[config.mk]
export PLATFORM = sky130hd
export DESIGN_NAME = irq_priority_ctrl
export DESIGN_NICKNAME = d
export VERILOG_FILES = /design/src/rtl/irq_priority_ctrl.sv
export SDC_FILE = /design/constraint.sdc
export NUM_CORES = 1
export LEC_CHECK = 0
export CAP_MARGIN = 20
export CORE_MARGIN = 2
export CORE_UTILIZATION = 51
export CTS_CLUSTER_SIZE = 10
export DETAILED_ROUTE_END_ITERATION = 6
export PLACE_DENSITY_LB_ADDON = 0.1
export SYNTH_ARGS = -nofsm -noshare
export SYNTH_HDL_FRONTEND = slang
export SYNTH_SLANG_ARGS = --single-unit
[constraint.sdc]
create_clock -name clk -period 4.1 [get_ports clk]
set_clock_uncertainty 0.1 [all_clocks]
set_input_delay 0.615 -clock clk [delete_from_list [all_inputs] [get_ports clk]]
set_output_delay 0.615 -clock clk [all_outputs]
set_load 0.02 [all_outputs]
[src/rtl/irq_priority_ctrl.sv]
// Edge-capturing 16-source interrupt controller with a req/ack handshake and a request timeout.
// Define IRQ_ROUND_ROBIN_EN for rotating priority; the default is fixed priority with bit 0 highest.
module irq_priority_ctrl #(
  parameter int unsigned TIMEOUT = 8
) (
  input  logic        clk,
  input  logic        reset,
  input  logic        enable,
  input  logic [15:0] irq_in,
  input  logic [15:0] mask_in,
  input  logic        irq_ack,
  output logic        irq_req,
  output logic [3:0]  irq_id,
  output logic [15:0] pending_out,
  output logic        timeout_err
);

  typedef enum logic [1:0] {
    S_IDLE,
    S_REQ,
    S_GAP
  } state_t;

  state_t      r_state;
  state_t      w_next;
  logic [15:0] r_prev;
  logic [15:0] r_pend;
  logic [7:0]  r_cnt;
  logic        r_req;
  logic [3:0]  r_id;
  logic        r_tmo;

  logic [15:0] w_rise;
  logic [15:0] w_elig;
  logic [15:0] w_clr;
  logic [3:0]  w_sel;
  logic        w_any;
  logic        w_hit;
  logic        w_grant;
  logic        w_ack_done;
  logic        w_tmo_done;

  assign w_rise = irq_in & ~r_prev;
  assign w_elig = r_pend & ~mask_in;
  assign w_hit  = (r_cnt == 8'(TIMEOUT - 1));

`ifdef IRQ_ROUND_ROBIN_EN
  logic [3:0] r_last;

  // Descending scan so the smallest offset from the pointer wins.
  always_comb begin
    logic [3:0] idx;
    w_sel = '0;
    w_any = 1'b0;
    idx   = '0;
    for (int k = 15; k >= 0; k--) begin
      idx = r_last + 4'(k + 1);
      if (w_elig[idx]) begin
        w_sel = idx;
        w_any = 1'b1;
      end
    end
  end

  always_ff @(posedge clk) begin
    if (reset) begin
      r_last <= 4'hf;
    end else if (w_ack_done || w_tmo_done) begin
      r_last <= r_id;
    end
  end
`else
  always_comb begin
    w_sel = '0;
    w_any = 1'b0;
    for (int i = 15; i >= 0; i--) begin
      if (w_elig[i]) begin
        w_sel = 4'(i);
        w_any = 1'b1;
      end
    end
  end
`endif

  always_ff @(posedge clk) begin
    if (reset) begin
      r_state <= S_IDLE;
    end else begin
      r_state <= w_next;
    end
  end

  always_comb begin
    w_next = r_state;
    unique case (r_state)
      S_IDLE: if (enable && w_any) w_next = S_REQ;
      S_REQ:  if (irq_ack || w_hit) w_next = S_GAP;
      S_GAP:  w_next = S_IDLE;
      default: w_next = S_IDLE;
    endcase
  end

  always_comb begin
    w_grant    = (r_state == S_IDLE) && enable && w_any;
    w_ack_done = (r_state == S_REQ) && irq_ack;
    w_tmo_done = (r_state == S_REQ) && !irq_ack && w_hit;
    w_clr      = w_ack_done ? (16'd1 << r_id) : 16'd0;
  end

  // A fresh edge on the line being cleared re-arms it in the same cycle.
  always_ff @(posedge clk) begin
    if (reset) begin
      r_prev <= '0;
      r_pend <= '0;
      r_cnt  <= '0;
      r_req  <= 1'b0;
      r_id   <= '0;
      r_tmo  <= 1'b0;
    end else begin
      r_prev <= irq_in;
      r_pend <= (r_pend & ~w_clr) | w_rise;
      r_req  <= (w_next == S_REQ);
      r_tmo  <= w_tmo_done;
      if (w_grant) begin
        r_id  <= w_sel;
        r_cnt <= '0;
      end else if (r_state == S_REQ) begin
        r_cnt <= r_cnt + 8'd1;
      end
    end
  end

  assign irq_req     = r_req;
  assign irq_id      = r_id;
  assign pending_out = r_pend;
  assign timeout_err = r_tmo;

endmodule

==> results.py <==
metrics = {
    "yosys": {
        "synth_top_area_cell": "dfxtp_1",
        "synth_area_leaders": "dfxtp_1 (47%), nand2b_1 (9.4%), nor2b_1 (7.3%), o21ai_0 (4.6%), a21oi_1 (4.4%)",
        "synth_edf_count": 0,
        "synth_xor_area_share_pct": 2.98,
        "synth-compound-area-share_pct": 16.0,
        "syn_area_per_cell_um2": 9.21,
        "synth_top_family_by_area": "simple AND/OR/NAND/NOR gates",
        "synthAdderAreaFrac_pct": 0.609,
        "synth.top_cell.area_share_pct": 46.8,
        "synth.distinct_cells": 42,
        "ys_ff_latch": 48,
        "syn_inst": 223,
        "ys.flop_type": "dfxtp_1",
        "synth_warnings": 0,
        "synthArstFlopShare_pct": 0,
        "ys_seq_area_share_pct": 46.8,
        "syn_nets": 260,
        "muxShareOfSynthArea_pct": 0,
        "synth_area_mm2": 0.00205,
        "synth-simple-area-share_pct": 31.6,
    },
    "clocking": {
        "ctsResizeCount": 0,
        "postCtsSetupBuffers": 0,
        "cts_buffer_depth": 2,
        "cts_buffers": 5,
        "ctsHtreeMaxLevel": 2,
        "postCtsHoldBufs": 0,
        "clockRootBuffer": "clkbuf_8",
        "clock-sinks": 48,
        "clk_latency_ns": 0.30,
        "path_clk_slew_ns": 0.09,
        "cts_tree": "done",
    },
    "drt": {
        "drtIter0Drc": 83,
        "wl_met1_um": 2070,
        "highest_layer": "met4",
        "route.met2.wl_um": 2180,
        "drt_wl_total_um": 4600,
        "first_pass_iters": 4,
        "vias": 1786,
        "avgRoutedWirePerCell_um": 13.8,
        "met3WireLength_um": 250,
        "viasPerCell": 5.36,
        "remaining_drc_errors": 0,
        "antenna_left": 0,
    },
    "grt": {
        "grt-ovfl-total": 0,
        "grt_max_degree": 29,
        "grt_pass1_wl_um": 7180,
        "grt_usage_pct": 21.0,
        "grt_pass1_vias": 1640,
        "antenna_found_initial": 0,
    },
    "hold_path": {
        "min_from": "r_prev[12]$_SDFF_PP0_",
        "hold_class": "flip-flop to flip-flop",
    },
    "placed_design": {
        "dpl_cell_area_mm2": 0.00267,
        "pre_cts_slack_ns": 1.20,
        "dp_hpwl_um": 3520,
        "gp_congestion": 0.790,
        "dp.cells": 325,
        "port-buffer-count": 57,
    },
    "critical_path": {
        "start_kind": "input pin",
        "rr_startpoint": "pending_out[1]$_SDFF_PP0_",
        "crit_required_ns": 4.24,
        "arrival_ns": 2.73,
        "critPathKind": "input pin to flip-flop",
        "crit_fanout": 9,
        "end_kind": "flip-flop",
        "setup.worst_path.start": "mask_in[3]",
    },
    "pwr": {
        "max-vdd-ir-drop_v": 0.000223,
        "powerDensity_mw_per_mm2": 383,
        "total_power_mw": 1.07,
        "p_leak_nw": 1.04,
    },
    "timing": {
        "min_period_ns": 2.60,
        "slew_viol_final": 0,
        "rsz0062_at_grt": "no",
        "fin_ws_ns": 1.50,
        "tns_ns": 0,
        "worst_pin_slew_ns": 0.639,
        "slew_headroom_pct": 57.3,
        "timing.fmax_ghz": 0.385,
        "hold_viol": 0,
        "fin_crit_sh_pct": 63.4,
        "setup_viol": 0,
    },
    "floorplan": {
        "pin_count": 58,
        "core_mm2": 0.00394,
        "die-area_mm2": 0.00455,
        "die_w_um": 67.5,
        "start_util_pct": 52.1,
        "num_rows": 23,
        "die_y_um": 67.5,
    },
    "layout": {
        "postLayoutCellArea_mm2": 0.00279,
        "layoutNonFillerInstCount": 333,
        "drive_gt1_share_pct": 7.42,
        "fill_cells": 337,
        "syn_to_final_growth_pct": 35.6,
        "layout.nets": 319,
        "final_cell_mix": "clkdlybuf4s50_1 (57), dfxtp_1 (48), nand2b_1 (31), nor2b_1 (24), o21ai_0 (19)",
        "diodes": 0,
        "layout_commonest_cell": "clkdlybuf4s50_1",
    },
    "flow_run": {
        "max_cap_viol_count": 0,
    },
    "outcome": {
        "status": "finished, final reports clean",
    },
}
==> stage by stage <==
step	hold WS [ns]	util [%]
2_1_floorplan	0.362	-
3_3_place_gp	0.368	67.6
3_5_place_dp	0.376	67.6
4_1_cts	0.389	70.7
5_1_grt	0.415	70.7
6_report	0.387	70.7
==> cell families (layout without fill, tap and decap cells) <==
| family | after synthesis | after routing |
|---|---|---|
| flip-flops | 48 | 48 |
| AND/OR/NAND/NOR | 106 | 106 |
| XOR/XNOR | 7 | 7 |
| adder cells (fa/ha/maj) | 1 | 1 |
| buffers and inverters | 9 | 69 |
| AO/OA/AOI/OAI | 52 | 52 |
==> report_power, final <==
group	internal, mW	leakage (nW)	switching [mW]
clock network	0.199	0.0614	0.154
logic	0.104	0.578	0.0971
registers	0.494	0.397	0.0191
total	0.798	1.04	0.271
==> area by class of cell <==
type | instances | area, um2 | area share [%]
clock buffers | 6 | 82.6 | 2.96
clock inverters | 2 | 38.8 | 1.39
inverters | 3 | 11.3 | 0.404
multi-input cells | 166 | 1050 | 37.8
flip-flops and latches | 48 | 961 | 34.5
well taps | 50 | 62.6 | 2.25
repair buffers | 58 | 578 | 20.7
==> critical path, stage by stage <==
cell and delay, ns:
clkdlybuf4s50_1 0.52, nor2b_4 0.05, or4_4 0.56, o41ai_4 0.56, nand2b_2 0.27, o2bb2ai_2 0.16
==> per-layer routing <==
layer	GRT usage, %	vias up
met5	0	-
met4	8.93	0
met3	4.33	12
met2	34.7	51
met1	26.5	830
li1	-	893
==> synthesized netlist by cell type (all sizes together), types with 2 or more instances <==
cell type  count
inv            3
dfxtp         48
nor3           2
nand2b        32
nor2b         25
nor4           2
nand4         10
nand4b         2
a21oi         19
nand2         10
nor2          11
o21ai         19
a31oi          2
clkbuf         5
xor2           6
a211oi         4
and3           2
==> registers in the layout, indices dropped and copies added, names as in the netlist <==
name         flops
irq_id           4
irq_req          1
pending_out     16
r_cnt            8
r_prev          16
r_state          2
timeout_err      1
==> final timing paths <==
path                                     end  slack, ns  cells past startpoint
setup / recovery      irq_id[1]$_SDFFE_PP0P_       1.50                      6
hold reg to reg   pending_out[12]$_SDFF_PP0_       0.39                      2
setup reg to reg      irq_id[1]$_SDFFE_PP0P_       1.90                      5
hold / removal    pending_out[12]$_SDFF_PP0_       0.39                      2
(Power assumes the default switching activity.)
